[src/rtl/mem_rmw_master.sv]
// Single-outstanding memory master: word writes plus byte read-modify-write
// set/clear/pulse of one bit, with registered request outputs.
`ifndef MEM_RMW_DEFS
`define MEM_RMW_DEFS
`define ADDR_W 16
`define WORD_W 32
`define MEM_COUNT_W 3
`define MEM_COUNT_WORD 3'd4
`define MEM_COUNT_BYTE 3'd1
`define MEM_CODE_W 2
`endif

module mem_rmw_master #(
  parameter int unsigned OK_CODE   = 0,
  parameter int unsigned BIT_IDX_W = 3
) (
  input  logic                    clk,
  input  logic                    reset,
  input  logic                    i_cmd_valid,
  output logic                    o_cmd_ready,
  input  logic [1:0]              i_cmd_op,
  input  logic [`ADDR_W-1:0]      i_cmd_addr,
  input  logic [`WORD_W-1:0]      i_cmd_data,
  input  logic [BIT_IDX_W-1:0]    i_cmd_bit,
  output logic [`ADDR_W-1:0]      o_req_addr,
  output logic [`WORD_W-1:0]      o_req_wr_data,
  output logic                    o_req_wr_en,
  output logic [`MEM_COUNT_W-1:0] o_req_count,
  input  logic [`WORD_W-1:0]      i_res_rd_data,
  input  logic [`MEM_CODE_W-1:0]  i_res_code,
  output logic                    o_done,
  output logic                    o_err,
  output logic [7:0]              o_rd_byte
);

  typedef enum logic [2:0] {IDLE, WR, WR_RSP, RD, RD_RSP, WB, WB_RSP, DONE} state_t;

  localparam logic [1:0] OP_WRITE = 2'd0;
  localparam logic [1:0] OP_SET   = 2'd1;
  localparam logic [1:0] OP_PULSE = 2'd3;
  localparam logic [`MEM_CODE_W-1:0] OK = `MEM_CODE_W'(OK_CODE);

  state_t                  state_q, state_d;
  logic [1:0]              op_q, op_d;
  logic [`ADDR_W-1:0]      addr_q, addr_d;
  logic [BIT_IDX_W-1:0]    bit_q, bit_d;
  logic                    clr_phase_q, clr_phase_d;
  logic [`ADDR_W-1:0]      req_addr_q, req_addr_d;
  logic [`WORD_W-1:0]      req_wr_data_q, req_wr_data_d;
  logic                    req_wr_en_q, req_wr_en_d;
  logic [`MEM_COUNT_W-1:0] req_count_q, req_count_d;
  logic                    done_q, done_d;
  logic                    err_q, err_d;
  logic [7:0]              rd_byte_q, rd_byte_d;

  logic       code_ok;
  logic       set_val;
  logic [7:0] mask;
  logic [7:0] wb_byte;
  logic       unused_rd_hi;

  // Only the addressed byte of the read word matters.
  assign unused_rd_hi = ^i_res_rd_data[`WORD_W-1:8];

  always_comb begin
    code_ok = (i_res_code == OK);
    mask    = 8'd1 << bit_q;
    // PULSE sets in its first half and clears in its second.
    set_val = (op_q == OP_SET) || ((op_q == OP_PULSE) && !clr_phase_q);
    wb_byte = set_val ? (i_res_rd_data[7:0] | mask) : (i_res_rd_data[7:0] & ~mask);

    state_d       = state_q;
    op_d          = op_q;
    addr_d        = addr_q;
    bit_d         = bit_q;
    clr_phase_d   = clr_phase_q;
    req_addr_d    = req_addr_q;
    req_wr_data_d = req_wr_data_q;
    req_wr_en_d   = 1'b0;
    req_count_d   = req_count_q;
    done_d        = 1'b0;
    err_d         = 1'b0;
    rd_byte_d     = rd_byte_q;

    // Request flops are loaded on the edge entering WR/RD/WB so the request
    // is visible during that state and answered in the following *_RSP state.
    case (state_q)
      IDLE: begin
        if (i_cmd_valid) begin
          op_d        = i_cmd_op;
          addr_d      = i_cmd_addr;
          bit_d       = i_cmd_bit;
          clr_phase_d = 1'b0;
          req_addr_d  = i_cmd_addr;
          if (i_cmd_op == OP_WRITE) begin
            state_d       = WR;
            req_wr_data_d = i_cmd_data;
            req_wr_en_d   = 1'b1;
            req_count_d   = `MEM_COUNT_WORD;
          end else begin
            state_d     = RD;
            req_count_d = `MEM_COUNT_BYTE;
          end
        end
      end
      WR: state_d = WR_RSP;
      WR_RSP: begin
        state_d = DONE;
        done_d  = 1'b1;
        err_d   = !code_ok;
      end
      RD: state_d = RD_RSP;
      RD_RSP: begin
        rd_byte_d = i_res_rd_data[7:0];
        if (!code_ok) begin
          state_d = DONE;
          done_d  = 1'b1;
          err_d   = 1'b1;
        end else begin
          state_d       = WB;
          req_addr_d    = addr_q;
          req_wr_data_d = {{(`WORD_W-8){1'b0}}, wb_byte};
          req_wr_en_d   = 1'b1;
          req_count_d   = `MEM_COUNT_BYTE;
        end
      end
      WB: state_d = WB_RSP;
      WB_RSP: begin
        if (!code_ok) begin
          state_d = DONE;
          done_d  = 1'b1;
          err_d   = 1'b1;
        end else if ((op_q == OP_PULSE) && !clr_phase_q) begin
          state_d     = RD;
          clr_phase_d = 1'b1;
          req_addr_d  = addr_q;
          req_count_d = `MEM_COUNT_BYTE;
        end else begin
          state_d = DONE;
          done_d  = 1'b1;
        end
      end
      DONE:    state_d = IDLE;
      default: state_d = IDLE;
    endcase
  end

  always_ff @(posedge clk) begin
    if (reset) begin
      state_q       <= IDLE;
      op_q          <= OP_WRITE;
      addr_q        <= '0;
      bit_q         <= '0;
      clr_phase_q   <= 1'b0;
      req_addr_q    <= '0;
      req_wr_data_q <= '0;
      req_wr_en_q   <= 1'b0;
      req_count_q   <= `MEM_COUNT_WORD;
      done_q        <= 1'b0;
      err_q         <= 1'b0;
      rd_byte_q     <= 8'h00;
    end else begin
      state_q       <= state_d;
      op_q          <= op_d;
      addr_q        <= addr_d;
      bit_q         <= bit_d;
      clr_phase_q   <= clr_phase_d;
      req_addr_q    <= req_addr_d;
      req_wr_data_q <= req_wr_data_d;
      req_wr_en_q   <= req_wr_en_d;
      req_count_q   <= req_count_d;
      done_q        <= done_d;
      err_q         <= err_d;
      rd_byte_q     <= rd_byte_d;
    end
  end

  assign o_cmd_ready   = (state_q == IDLE);
  assign o_req_addr    = req_addr_q;
  assign o_req_wr_data = req_wr_data_q;
  assign o_req_wr_en   = req_wr_en_q;
  assign o_req_count   = req_count_q;
  assign o_done        = done_q;
  assign o_err         = err_q;
  assign o_rd_byte     = rd_byte_q;

endmodule

[config.mk]
export PLATFORM = sky130hd
export DESIGN_NAME = mem_rmw_master
export DESIGN_NICKNAME = d
export VERILOG_FILES = /design/src/rtl/mem_rmw_master.sv
export SDC_FILE = /design/constraint.sdc
export NUM_CORES = 1
export LEC_CHECK = 0
export ABC_AREA = 1
export CORE_MARGIN = 2
export CORE_UTILIZATION = 47
export CTS_CLUSTER_DIAMETER = 30
export CTS_CLUSTER_SIZE = 12
export DETAILED_ROUTE_END_ITERATION = 10
export GPL_ROUTABILITY_DRIVEN = 0
export HOLD_SLACK_MARGIN = 0.06
export PLACE_DENSITY_LB_ADDON = 0.3
export SLEW_MARGIN = 20
export SYNTH_ARGS = -nofsm -noshare
export SYNTH_HDL_FRONTEND = slang
export SYNTH_SLANG_ARGS = --single-unit
[constraint.sdc]
create_clock -name clk -period 4.1 [get_ports clk]
set_input_delay 0.82 -clock clk [delete_from_list [all_inputs] [get_ports clk]]
set_output_delay 0.82 -clock clk [all_outputs]
set_load 0.03 [all_outputs]
# [Word level (Yosys, flattened, before mapping)]
# Cells that the tools add are included.
[totals] inputBits=90 regBits=87
[classes] bitwise=3 reduce_logical=15 n_eq_ne=14 n_mux=35 shift=1
[op_table] cell="$mux 32" n=3
[op_table] cell="$mux 16" n=4
[op_table] cell="$pmux 32 s2" n=1
[op_table] cell="$pmux 16 s3" n=1
[op_table] cell="$mux 3" n=8
[op_table] cell="$pmux 3 s8" n=1
[op_table] cell="$eq 3x3->1 const B" n=4
[op_table] cell="$mux 1" n=9
[op_table] cell="$pmux 3 s3" n=1
[op_table] cell="$and 8x8->8" n=1
[op_table] cell="$mux 8" n=1
[op_table] cell="$ne 2x2->1 const B" n=4
[op_table] cell="$not 8->8" n=1
[op_table] cell="$or 8x8->8" n=1
[op_table] cell="$reduce_and 4->1" n=2
[op_table] cell="$shl 1x3->8 const A" n=1
[op_table] cell="$eq 3x2->1 const B" n=2
[op_table] cell="$pmux 1 s2" n=3
[op_table] cell="$reduce_and 5->1" n=1
[op_table] cell="$logic_not 2->1" n=2
[op_table] cell="$mux 2" n=2
[op_table] cell="$reduce_bool 2->1" n=2
[op_table] cell="$eq 3x1->1 const B" n=1
[op_table] cell="$logic_not 3->1" n=1
[op_table] cell="10 further kinds" n=11

# [Depth between registers and ports, before layout]
[logic_depth] ltp_word=6 ltp_mapped=9 mapped_depth_nobuf=8

# [Worst setup path before layout]
# No wires, ideal clock.
[synth_timing] kind="input to register" startpoint="input reset" endpoint="register req_addr_q[10], in the netlist o_req_addr[10]" t_arrival_ns=1.696 setup_slack_ns=2.340 stages=6 required_time_ns=4.036 n_path_buf=3 setup_ns=0.064 cell_sequence="buf_2 -> clkinv_1 -> clkbuf_1 -> clkbuf_1 -> nand2_1 -> nor2_1"
[synth_lines] item="start: declaration" line_no="18" source="input logic reset,"
[synth_lines] item="end signal: assignment" line_no="168" source="req_addr_q <= req_addr_d;"
[synth_lines] item="end: declaration" line_no="48" source="logic [`ADDR_W-1:0] req_addr_q, req_addr_d;"

# [Worst setup path in the final report]
[layout_timing] startpoint="register state_q[0]" endpoint="output o_cmd_ready"
[layout_between] elab_chain_cells=1
[layout_rtl] item="start: declaration" line_no="43" source="state_t state_q, state_d;"
[layout_rtl] item="start signal: assignment" line_no="163" source="state_q <= state_d;"
[layout_rtl] item="$logic_not 3->1" line_no="178" source="assign o_cmd_ready = (state_q == IDLE);"
[layout_rtl] item="end: declaration" line_no="20" source="output logic o_cmd_ready,"
# No other way between the ends.

==> key figures <==
Timing
  • Final setup skew: 0.0116 ns
  • Final Critical Period: 2.62 ns
  • Setup violators final: 0
  • RSZ-0062 raised after global routing: no
  • Fmax: 381 MHz
  • Final hold violation count: 0
  • Max-slew violation count: 0
  • Max_slew headroom: 42.3%
  • Sum of negative setup slack: 0 ns
  • Fin crit share: 64.0%
  • Worst-margin pin slew: 0.864 ns

Min path
  • Hold worst-path end: o_req_count[0]
  • Hold Crit Depth: 2
  • Hold Startpoint: o_req_count[0]
  • Class of the worst hold path: reg2reg

Final layout
  • Diodes inserted: 0
  • Multi-input logic area: 1730 sq um
  • Fin area: 5270 sq um
  • Layout cells sized above 1: 4.52%
  • Fillers: 710
  • Register Area: 1720 sq um
  • Fin nets: 773
  • Synthesis-to-finish area growth: 37.8%

Global route
  • GRT Residual Overflow: 0
  • GRT Total Usage: 21.6%
  • Largest net degree at the start of global routing: 56
  • First-pass GRT wire length: 15400 um
  • Initial antenna violation count: 0
  • Vias in the first global route: 3463

Synthesis
  • Yosys warns: 0
  • Yosys cell types: 26
  • Synthesized area: 3820 sq um
  • Leading area contributor after synthesis: dfxtp_1
  • Mean area per synthesized cell: 6.68 sq um
  • Synth Flop Type: dfxtp_1
  • EDFF count, synth: 0
  • Top cell type's share of synthesized area: 45.0%
  • Async set-or-reset flop fraction in the synthesized netlist: 0%
  • Most common cell in the netlist: nand2_1
  • Area contributors post-synth: dfxtp_1, nand2_1, nor2_1, o21ai_0, inv_1
  • Yosys reg bits: 86
  • Post-synthesis sequential area ratio: 45.0%
  • Synth top cells by count: nand2_1, nor2_1, dfxtp_1
  • Post-Syn Nets: 663
  • Post-synthesis cell count: 573

Setup path
  • Worst r2r src: state_q[2]
  • Flop2flop setup slack: 1.83 ns
  • CP Class: reg2out
  • CP Launch Type: register
  • Worst Path Arrival: 1.80 ns
  • Crit. End Element: primary output
  • R2R Path End: o_req_wr_data[5]
  • Worst r2r path cells: 7
  • Crit Path Max Fanout: 5
  • WP data required: 3.28 ns

Power and ir drop
  • Leakage power: 2.32 nW
  • Internal Power: 1.64 mW
  • Comb power frac: 33.6%
  • Sw Share: 34.5%
  • Switch Pwr: 866 uW
  • Power per Cell Area: 476 nW/um^2
  • Flop pwr share: 40.8%
  • Worst vdd ir: 0.207 mV
  • Clock share of power: 25.6%

Clocking
  • Clk buf depth: 2
  • Post_cts resized: 0
  • Post-CTS Repair Setup Buffers: 0
  • Cts hold-fix bufs: 0
  • H-tree depth: 3
  • CTS tree: yes
  • Clk_lat worst skew: 0.35 ns
  • CTS sink cnt: 86
  • CTS root buf: clkbuf_8
  • CTS Buf Count: 9
  • Clock transition at path regs: 0.08 ns

Route
  • Drt first-iter violations: 213
  • Vias post-DR: 3862
  • DRC viols: 0
  • Post-DR wirelength/cell: 12.2 um
  • WL final: 9580 um
  • Post-DRT Antenna Nets: 0
  • Drt via density: 4.90
  • Detailed Routing Iterations Pass 1: 5

Floorplan
  • Initial core utilization: 49.0%
  • Std-Cell Rows: 32
  • Core Footprint: 7810 sq um
  • Die X: 94.2 um
  • I/O pin total: 153
  • Die footprint: 8880 sq um
  • Die Ht: 94.2 um

Flow run
  • Max_cap viols: 0

Placement
  • IO buf count: 127
  • Post-Place Cell Area: 5060 sq um
  • Hpwl dp: 6690 um

Status
  • Outcome: finished clean
[layout by cell type, fill, tap and decap left out, types with 6 or more instances in the layout]
cell / n
inv_1: 45
inv_2: 6
nand3b_1: 8
nand2_1: 170
o21ai_0: 51
nand3_1: 11
dfxtp_1: 86
a21oi_1: 28
clkbuf_8: 10
nor2_1: 120
clkdlybuf4s50_1: 127
[worst max-delay path by stage]
stage | from | to | slack (ns)
2_1_floorplan | reset | o_req_addr[10] | 2.34
3_3_place_gp | i_res_code[1] | o_req_wr_data[7] | 1.35
3_5_place_dp | i_res_code[1] | o_req_wr_data[7] | 1.33
4_1_cts | state_q[0] | o_cmd_ready | 1.48
5_1_grt | state_q[0] | o_cmd_ready | 1.40
6_report | state_q[0] | o_cmd_ready | 1.48
[power by group through the flow]
stage          Combinational (mW)  Clock, mW  Sequential, mW
2_1_floorplan               0.391          0            1.20
3_3_place_gp                0.827          0            1.03
3_5_place_dp                0.840          0            1.04
4_1_cts                     0.844      0.652            1.02
5_1_grt                     0.929      0.681            1.03
6_report                    0.843      0.642            1.02
[area by class of cell]
type	instances	area share, %
clock buffers	10	2.61
clock inverters	4	1.38
inverters	51	3.63
multi-input cells	405	32.7
flip-flops and latches	86	32.7
well taps	102	2.42
repair buffers	130	24.5
[registers in the layout, indices dropped and copies added, names as in the netlist]
register and cells:
bit_q 3, o_req_wr_data 32, o_req_count 2, clr_phase_q 1, addr_q 16, o_err 1
o_rd_byte 8, o_req_addr 16, o_done 1, o_req_wr_en 1, op_q 2, state_q 3
[cell families (layout without fill, tap and decap cells)]
group	Yosys count	after routing	share of synthesized area (%)
AO/OA/AOI/OAI	84	84	11.2
other	1	1	0.0980
buffers and inverters	82	195	9.88
flip-flops	86	86	45.0
AND/OR/NAND/NOR	320	320	33.8
[layer usage]
layer	routed length, um	global-route usage [%]	up-vias
met4	149	9.18	0
met1	4150	26.5	1760
met5	0	0	-
met3	503	3.85	13
met2	4780	37.0	114
li1	-	-	1975
[worst max-delay path: stages (launching register included)]
cell	delay, ns
dfxtp_1	0.39
nor2_2	0.19
nand2_1	0.10
inv_2	0.10
clkdlybuf4s50_1	0.68
[stage by stage]
stage / hold slack [ns] / cells / util (%) / power [mW] / worst slack (ns)
global placement: 0.433 / 774 / 64.8 / 1.86 / 1.35
finish: 0.445 / 788 / 67.5 / 2.51 / 1.48
CTS: 0.450 / 788 / 67.5 / 2.52 / 1.48
global route: 0.481 / 788 / 67.5 / 2.64 / 1.40
detailed placement: 0.439 / 774 / 64.8 / 1.88 / 1.33
floorplan: 0.425 / 573 / - / 1.59 / 2.34
Note: power is estimated with default switching activity, not from simulation.
